## src/rtl/mem_port_arbiter.sv

```systemverilog
// mem_port_arbiter: one single-port synchronous RAM shared by the instruction
// fetch read port and the data read/write port. One read is outstanding at a
// time. Data requests win by default, and a starvation guard lets fetch through.
//
// state  | meaning
// -------+-------------------------------------------------------------------
// S_IDLE | no read outstanding; arbitrate and issue combinationally
// S_WAIT | read outstanding; r_lat_cnt==0 marks the return cycle, which also
//        | arbitrates like S_IDLE (same-cycle return + issue)
module mem_port_arbiter #(
  parameter int ADDRESS_SIZE = 32,
  parameter int DATA_SIZE    = 32,
  parameter int MEM_LATENCY  = 2,
  parameter int STARVE_LIMIT = 4
) (
  input  logic                    i_clock,
  input  logic                    i_reset,
  input  logic                    i_if_req,
  input  logic [ADDRESS_SIZE-1:0] i_if_addr,
  output logic                    o_if_ack,
  output logic                    o_if_rvalid,
  output logic [DATA_SIZE-1:0]    o_if_rdata,
  input  logic                    i_dm_req,
  input  logic                    i_dm_we,
  input  logic [ADDRESS_SIZE-1:0] i_dm_addr,
  input  logic [DATA_SIZE-1:0]    i_dm_wdata,
  output logic                    o_dm_ack,
  output logic                    o_dm_rvalid,
  output logic [DATA_SIZE-1:0]    o_dm_rdata,
  output logic                    o_mem_en,
  output logic                    o_mem_we,
  output logic [ADDRESS_SIZE-1:0] o_mem_addr,
  output logic [DATA_SIZE-1:0]    o_mem_wdata,
  input  logic [DATA_SIZE-1:0]    i_mem_rdata
);

  localparam int LW = (MEM_LATENCY > 1) ? $clog2(MEM_LATENCY) : 1;
  localparam int SW = $clog2(STARVE_LIMIT + 1);
  localparam logic [LW-1:0] LAT_INIT   = LW'(MEM_LATENCY - 1);
  localparam logic [SW-1:0] STARVE_MAX = SW'(STARVE_LIMIT);

  typedef enum logic {S_IDLE, S_WAIT} state_t;

  state_t        r_state, w_state_nxt;
  logic [LW-1:0] r_lat_cnt, w_lat_nxt;
  logic [SW-1:0] r_starve_cnt, w_starve_nxt;
  logic          r_owner_dm, w_owner_nxt;
  logic          w_returning;
  logic          w_if_grant;
  logic          w_dm_grant;

  // State, latency counter, starvation counter and read owner registers.
  always_ff @(posedge i_clock or posedge i_reset) begin
    if (i_reset) begin
      r_state      <= S_IDLE;
      r_lat_cnt    <= '0;
      r_starve_cnt <= '0;
      r_owner_dm   <= 1'b0;
    end else begin
      r_state      <= w_state_nxt;
      r_lat_cnt    <= w_lat_nxt;
      r_starve_cnt <= w_starve_nxt;
      r_owner_dm   <= w_owner_nxt;
    end
  end

  // Arbitration, memory strobes, read return and next-state logic.
  // Everything is forced to 0 while reset is high, since the issue path is
  // combinational from the request inputs.
  always_comb begin
    w_state_nxt  = r_state;
    w_lat_nxt    = r_lat_cnt;
    w_starve_nxt = r_starve_cnt;
    w_owner_nxt  = r_owner_dm;
    w_returning  = 1'b0;
    w_if_grant   = 1'b0;
    w_dm_grant   = 1'b0;
    o_if_ack     = 1'b0;
    o_if_rvalid  = 1'b0;
    o_if_rdata   = '0;
    o_dm_ack     = 1'b0;
    o_dm_rvalid  = 1'b0;
    o_dm_rdata   = '0;
    o_mem_en     = 1'b0;
    o_mem_we     = 1'b0;
    o_mem_addr   = '0;
    o_mem_wdata  = '0;

    if (!i_reset) begin
      w_returning = (r_state == S_WAIT) && (r_lat_cnt == '0);

      if (w_returning) begin
        if (r_owner_dm) begin
          o_dm_rvalid = 1'b1;
          o_dm_rdata  = i_mem_rdata;
        end else begin
          o_if_rvalid = 1'b1;
          o_if_rdata  = i_mem_rdata;
        end
      end

      if ((r_state == S_WAIT) && (r_lat_cnt != '0)) begin
        w_lat_nxt = r_lat_cnt - 1'b1;
      end else begin
        w_state_nxt = S_IDLE;
        w_if_grant  = i_if_req && (!i_dm_req || (r_starve_cnt == STARVE_MAX));
        w_dm_grant  = i_dm_req && !w_if_grant;

        if (w_if_grant) begin
          o_if_ack    = 1'b1;
          o_mem_en    = 1'b1;
          o_mem_addr  = i_if_addr;
          w_state_nxt = S_WAIT;
          w_lat_nxt   = LAT_INIT;
          w_owner_nxt = 1'b0;
        end else if (w_dm_grant) begin
          o_dm_ack    = 1'b1;
          o_mem_en    = 1'b1;
          o_mem_we    = i_dm_we;
          o_mem_addr  = i_dm_addr;
          o_mem_wdata = i_dm_we ? i_dm_wdata : '0;
          // writes complete on the ack cycle, so only reads occupy the port
          if (!i_dm_we) begin
            w_state_nxt = S_WAIT;
            w_lat_nxt   = LAT_INIT;
            w_owner_nxt = 1'b1;
          end
        end
      end

      if (!i_if_req || w_if_grant) begin
        w_starve_nxt = '0;
      end else if (w_dm_grant && (r_starve_cnt != STARVE_MAX)) begin
        w_starve_nxt = r_starve_cnt + 1'b1;
      end
    end
  end

endmodule

```

## config.mk

```make
export PLATFORM = sky130hd
export DESIGN_NAME = mem_port_arbiter
export DESIGN_NICKNAME = d
export VERILOG_FILES = /design/src/rtl/mem_port_arbiter.sv
export SDC_FILE = /design/constraint.sdc
export NUM_CORES = 1
export LEC_CHECK = 0
export ABC_AREA = 1
export CAP_MARGIN = 25
export CORE_AREA = 2 2 104 106
export DETAILED_ROUTE_END_ITERATION = 10
export DIE_AREA = 0 0 106 108
export GPL_ROUTABILITY_DRIVEN = 0
export GPL_TIMING_DRIVEN = 0
export MAX_ROUTING_LAYER = met4
export PLACE_DENSITY = 0.67
export SLEW_MARGIN = 20
export SYNTH_ARGS = -nofsm -noshare
export SYNTH_HDL_FRONTEND = slang
export SYNTH_SLANG_ARGS = --single-unit
```

## constraint.sdc

```tcl
create_clock -name i_clock -period 3.8 [get_ports i_clock]
set_clock_uncertainty 0.15 [all_clocks]
set_input_delay 0.76 -clock i_clock [delete_from_list [all_inputs] [get_ports i_clock]]
set_output_delay 0.76 -clock i_clock [all_outputs]
set_load 0.05 [all_outputs]
```

==> metrics.txt <==
# TYPE chip_impl_metric gauge
chip_impl_info{name="setup.worst_path.class",value="input port to output pin"} 1
chip_impl_info{name="outcome",value="finished, final reports clean"} 1
chip_impl_metric{name="detailedRoute.firstIterationViolations",unit=""} 135
chip_impl_metric{name="dp_hpwl",unit="um"} 7660
chip_impl_info{name="setup.worst_path.end_class",value="output pin"} 1
chip_impl_metric{name="report.final.slew_viol_count",unit=""} 0
chip_impl_metric{name="drive_gt1_frac",unit=""} 0.141
chip_impl_metric{name="stdcell_count",unit=""} 733
chip_impl_info{name="synth_common_cells",value="sky130_fd_sc_hd__nand2_1 (111), sky130_fd_sc_hd__nor2_1 (98), sky130_fd_sc_hd__inv_1 (71)"} 1
chip_impl_metric{name="placement.setup.worst_slack",unit="ns"} -0.336
chip_impl_info{name="synth_top_flop_cell",value="sky130_fd_sc_hd__dfrtp_1"} 1
chip_impl_info{name="setup.worst_path.start_class",value="input port"} 1
chip_impl_info{name="yosysTopAreaCell",value="sky130_fd_sc_hd__nand2_1"} 1
chip_impl_metric{name="synth.yosys.seq_area_share",unit=""} 0.103
chip_impl_metric{name="avgViaCountPerCell",unit=""} 3.92
chip_impl_metric{name="netlist-cell-type-count",unit=""} 19
chip_impl_metric{name="syn_area_per_cell",unit="um2"} 4.44
chip_impl_metric{name="synthCells",unit=""} 328
chip_impl_metric{name="hold_viol_final",unit=""} 0
chip_impl_info{name="top_post_synthesis_cells_by_area",value="sky130_fd_sc_hd__nand2_1 (29%), sky130_fd_sc_hd__nor2_1 (25%), sky130_fd_sc_hd__inv_1 (18%)"} 1
chip_impl_metric{name="worst-endpoint-arrival",unit="ns"} 2.73
chip_impl_info{name="path_delay_family",value="buffers and inverters"} 1
chip_impl_metric{name="setup_viol",unit=""} 0
chip_impl_metric{name="setup-tns-final",unit="ns"} 0
chip_impl_metric{name="cp_slowest_stage_delay",unit="ns"} 0.56
chip_impl_info{name="r2r-end",value="r_state"} 1
chip_impl_metric{name="path_clk_slew",unit="ns"} 0.04
chip_impl_metric{name="grt_first_pass_wirelength",unit="um"} 13400
chip_impl_metric{name="worstPathRequired",unit="ns"} 2.89
chip_impl_metric{name="cellPowerDensity",unit="nW/um2"} 241
chip_impl_metric{name="worst_ir_drop_vdd",unit="uV"} 130
chip_impl_metric{name="worst_hold_slack",unit="ns"} 0.373
chip_impl_metric{name="ys_warn_count",unit=""} 0
chip_impl_metric{name="worst_skew_pair.late_latency",unit="ns"} 0.22
chip_impl_metric{name="drt.antenna.violating_nets",unit=""} 0
chip_impl_metric{name="grt_antenna_before_repair",unit=""} 0
chip_impl_metric{name="cp_num_cells",unit=""} 8
chip_impl_metric{name="synth.top_cell.area_share",unit=""} 0.286
chip_impl_metric{name="worst_slack",unit="ns"} 0.164
chip_impl_metric{name="final_cell_area",unit="um2"} 4210
chip_impl_metric{name="min_period_over_period",unit=""} 0.957
chip_impl_metric{name="worst-r2r-setup-slack",unit="ns"} 2.36
chip_impl_metric{name="design.die.area",unit="um2"} 11400
chip_impl_info{name="yosys.cell_count.top_type",value="sky130_fd_sc_hd__nand2_1"} 1
chip_impl_metric{name="worstPathBufferInverterCount",unit=""} 5
chip_impl_metric{name="drt-wirelength-per-cell",unit="um"} 12.3
chip_impl_metric{name="grt_overflow",unit=""} 0
chip_impl_info{name="startpoint",value="i_reset"} 1
chip_impl_info{name="worst_hold_path_type",value="flop to flop"} 1
chip_impl_metric{name="diodes",unit=""} 0
chip_impl_metric{name="synth.cell_area",unit="um2"} 1460
chip_impl_metric{name="finalWorstPathRequiredPeriod",unit="ns"} 3.64
chip_impl_metric{name="row_count",unit=""} 37
chip_impl_metric{name="final_net_count",unit=""} 734
chip_impl_metric{name="max-slew-margin-rel",unit=""} 0.624
chip_impl_metric{name="r2r_cells",unit=""} 8
chip_impl_info{name="rsz0062_at_grt",value="no"} 1
chip_impl_metric{name="route.vias.total",unit=""} 2876
chip_impl_metric{name="tritoncts_num_sinks",unit=""} 6
chip_impl_metric{name="maxCapViolCount",unit=""} 0
chip_impl_metric{name="h-tree-depth",unit=""} 1
chip_impl_metric{name="timing_worst_slew_pin_value",unit="ns"} 0.563
chip_impl_metric{name="detailed_route_wire_length",unit="um"} 9050
chip_impl_metric{name="fp.dieW",unit="um"} 106
chip_impl_metric{name="placed_cell_area",unit="um2"} 4290
chip_impl_info{name="crit_chain",value="clkdlybuf4s50_1 > inv_4 > nand2_2 > inv_2 > nand2_2 > nor2_4 > buf_2 > dlygate4sd2_1"} 1
chip_impl_metric{name="grt_start_max_net_pins",unit=""} 14
chip_impl_metric{name="initial_core_util",unit=""} 0.142
chip_impl_metric{name="placedCellCount",unit=""} 730
chip_impl_metric{name="p_leak",unit="uW"} 0.00295
chip_impl_metric{name="synthesized_netlist_net_count",unit=""} 463
chip_impl_metric{name="crit_path_max_fanout",unit=""} 13
chip_impl_metric{name="cts_buffers",unit=""} 3
chip_impl_info{name="crit_path_most_repeated_cell",value="sky130_fd_sc_hd__nand2_2"} 1
chip_impl_info{name="clockRootBuffer",value="sky130_fd_sc_hd__clkbuf_8"} 1
chip_impl_metric{name="ys_async_sr_fraction",unit=""} 1.00
chip_impl_metric{name="first_global_vias",unit=""} 2909
chip_impl_info{name="master_of_the_slowest_instance_on_the_critical_path",value="sky130_fd_sc_hd__dlygate4sd2_1"} 1
chip_impl_metric{name="core-area",unit="um2"} 10200
chip_impl_info{name="last_element_of_the_critical_path",value="o_dm_ack"} 1
chip_impl_metric{name="route.detailed.drc",unit=""} 0
chip_impl_metric{name="synth_enable_flop_cells",unit=""} 0
chip_impl_metric{name="max-clock-path-buffers",unit=""} 2
chip_impl_info{name="cts_tree",value="yes"} 1
chip_impl_metric{name="gr_util_all_layers",unit=""} 0.146
chip_impl_metric{name="fmaxAchievable",unit="GHz"} 0.275
chip_impl_info{name="rr_startpoint",value="r_starve_cnt[0]"} 1
chip_impl_metric{name="port_buffers",unit=""} 266
chip_impl_metric{name="drt_pass1_iterations",unit=""} 6
chip_impl_metric{name="syn2layout_area_growth",unit="%"} 189
chip_impl_metric{name="io_pins",unit=""} 267
chip_impl_metric{name="synth_seq_cells",unit=""} 6
chip_impl_metric{name="floorplan.die.height",unit="um"} 108
chip_impl_metric{name="cts_hold_buffers",unit=""} 0
## layout make-up
| class | instances | area (um2) |
|---|---|---|
| clock buffers | 3 | 41.3 |
| fillers | 1071 | 6020 |
| well taps | 136 | 170 |
| multi-input cells | 232 | 945 |
| plain buffers | 15 | 90.1 |
| inverters | 75 | 284 |
| repair buffers | 266 | 2530 |
| flip-flops and latches | 6 | 150 |
## metrics by stage
stage,util,total power (uW)
2_1_floorplan,-,602
3_3_place_gp,0.419,962
3_5_place_dp,0.419,970
4_1_cts,0.420,1040
5_1_grt,0.412,1080
6_report,0.412,1010
## where the power goes
group	switching [uW]	internal [uW]
combinational	534	281
clock	27.1	68.0
sequential	20.4	83.5
## cells by family after synthesis
family / Yosys count / share of synthesized area
compound gates: 6 / 0.0223
xor+xnor: 1 / 0.00601
fa+ha+maj: 2 / 0.0172
buf+inv: 90 / 0.252
flops: 6 / 0.103
simple gates: 223 / 0.599
## tightest hold or removal path: cells and delay by family, from the launching register on
family | cells | cell delay, ns
flops | 1 | 0.37
simple gates | 2 | 0.12
## registers in the layout, indices dropped and copies added (netlist names)
| signal | flops |
|---|---|
| r_starve_cnt | 3 |
| r_lat_cnt | 1 |
| r_owner_dm | 1 |
| r_state | 1 |
## metal layers
layer | share of wire | vias to the layer above | global-route usage
met5 | 0 | - | -
met4 | 0.0084 | 0 | 0.0179
met3 | 0.10 | 6 | 0.0350
met2 | 0.51 | 176 | 0.273
met1 | 0.38 | 1242 | 0.161
li1 | - | 1452 | -
## repair_timing
action	4_1_cts	5_1_grt
hold endpoints to repair	0	0
gates resized for setup	159	92
buffers inserted	0	0
endpoints found under the setup margin	92	91
## worst min-delay path by stage
stage / from / endpoint / slack, ns / cells past startpoint
final: r_owner_dm / r_owner_dm / 0.37 / 2
after global routing: r_starve_cnt[2] / r_starve_cnt[2] / 0.42 / 2
after CTS: r_owner_dm / r_owner_dm / 0.38 / 2
after detailed placement: r_owner_dm / r_owner_dm / 0.36 / 2
after global placement: r_owner_dm / r_owner_dm / 0.34 / 2
after floorplan: r_owner_dm / r_owner_dm / 0.31 / 2
## layout by cell type, fill, tap and decap left out
cell type | netlist | routed
sky130_fd_sc_hd__clkdlybuf4s50_1 | 0 | 140
sky130_fd_sc_hd__nand2_1 | 111 | 111
sky130_fd_sc_hd__nor2_1 | 98 | 98
sky130_fd_sc_hd__inv_1 | 71 | 71
sky130_fd_sc_hd__clkbuf_2 | 0 | 41
sky130_fd_sc_hd__dlymetal6s2s_1 | 0 | 34
sky130_fd_sc_hd__dlygate4sd2_1 | 0 | 32
sky130_fd_sc_hd__clkdlybuf4s15_2 | 0 | 20
sky130_fd_sc_hd__nand3_1 | 6 | 6
sky130_fd_sc_hd__dfrtp_1 | 6 | 6
sky130_fd_sc_hd__buf_2 | 6 | 5
sky130_fd_sc_hd__clkbuf_1 | 6 | 5
sky130_fd_sc_hd__nand2_2 | 4 | 4
sky130_fd_sc_hd__o21ai_0 | 4 | 4
sky130_fd_sc_hd__inv_2 | 4 | 3
sky130_fd_sc_hd__buf_6 | 3 | 3
sky130_fd_sc_hd__clkbuf_8 | 0 | 3
sky130_fd_sc_hd__nor2_4 | 1 | 2
sky130_fd_sc_hd__ha_1 | 2 | 2
sky130_fd_sc_hd__inv_4 | 0 | 1
sky130_fd_sc_hd__nand2_4 | 1 | 1
sky130_fd_sc_hd__clkbuf_4 | 0 | 1
sky130_fd_sc_hd__nor3_1 | 1 | 1
sky130_fd_sc_hd__o21a_1 | 1 | 1
sky130_fd_sc_hd__xor2_1 | 1 | 1
sky130_fd_sc_hd__a21oi_1 | 1 | 1
(Power assumes the default switching activity.)
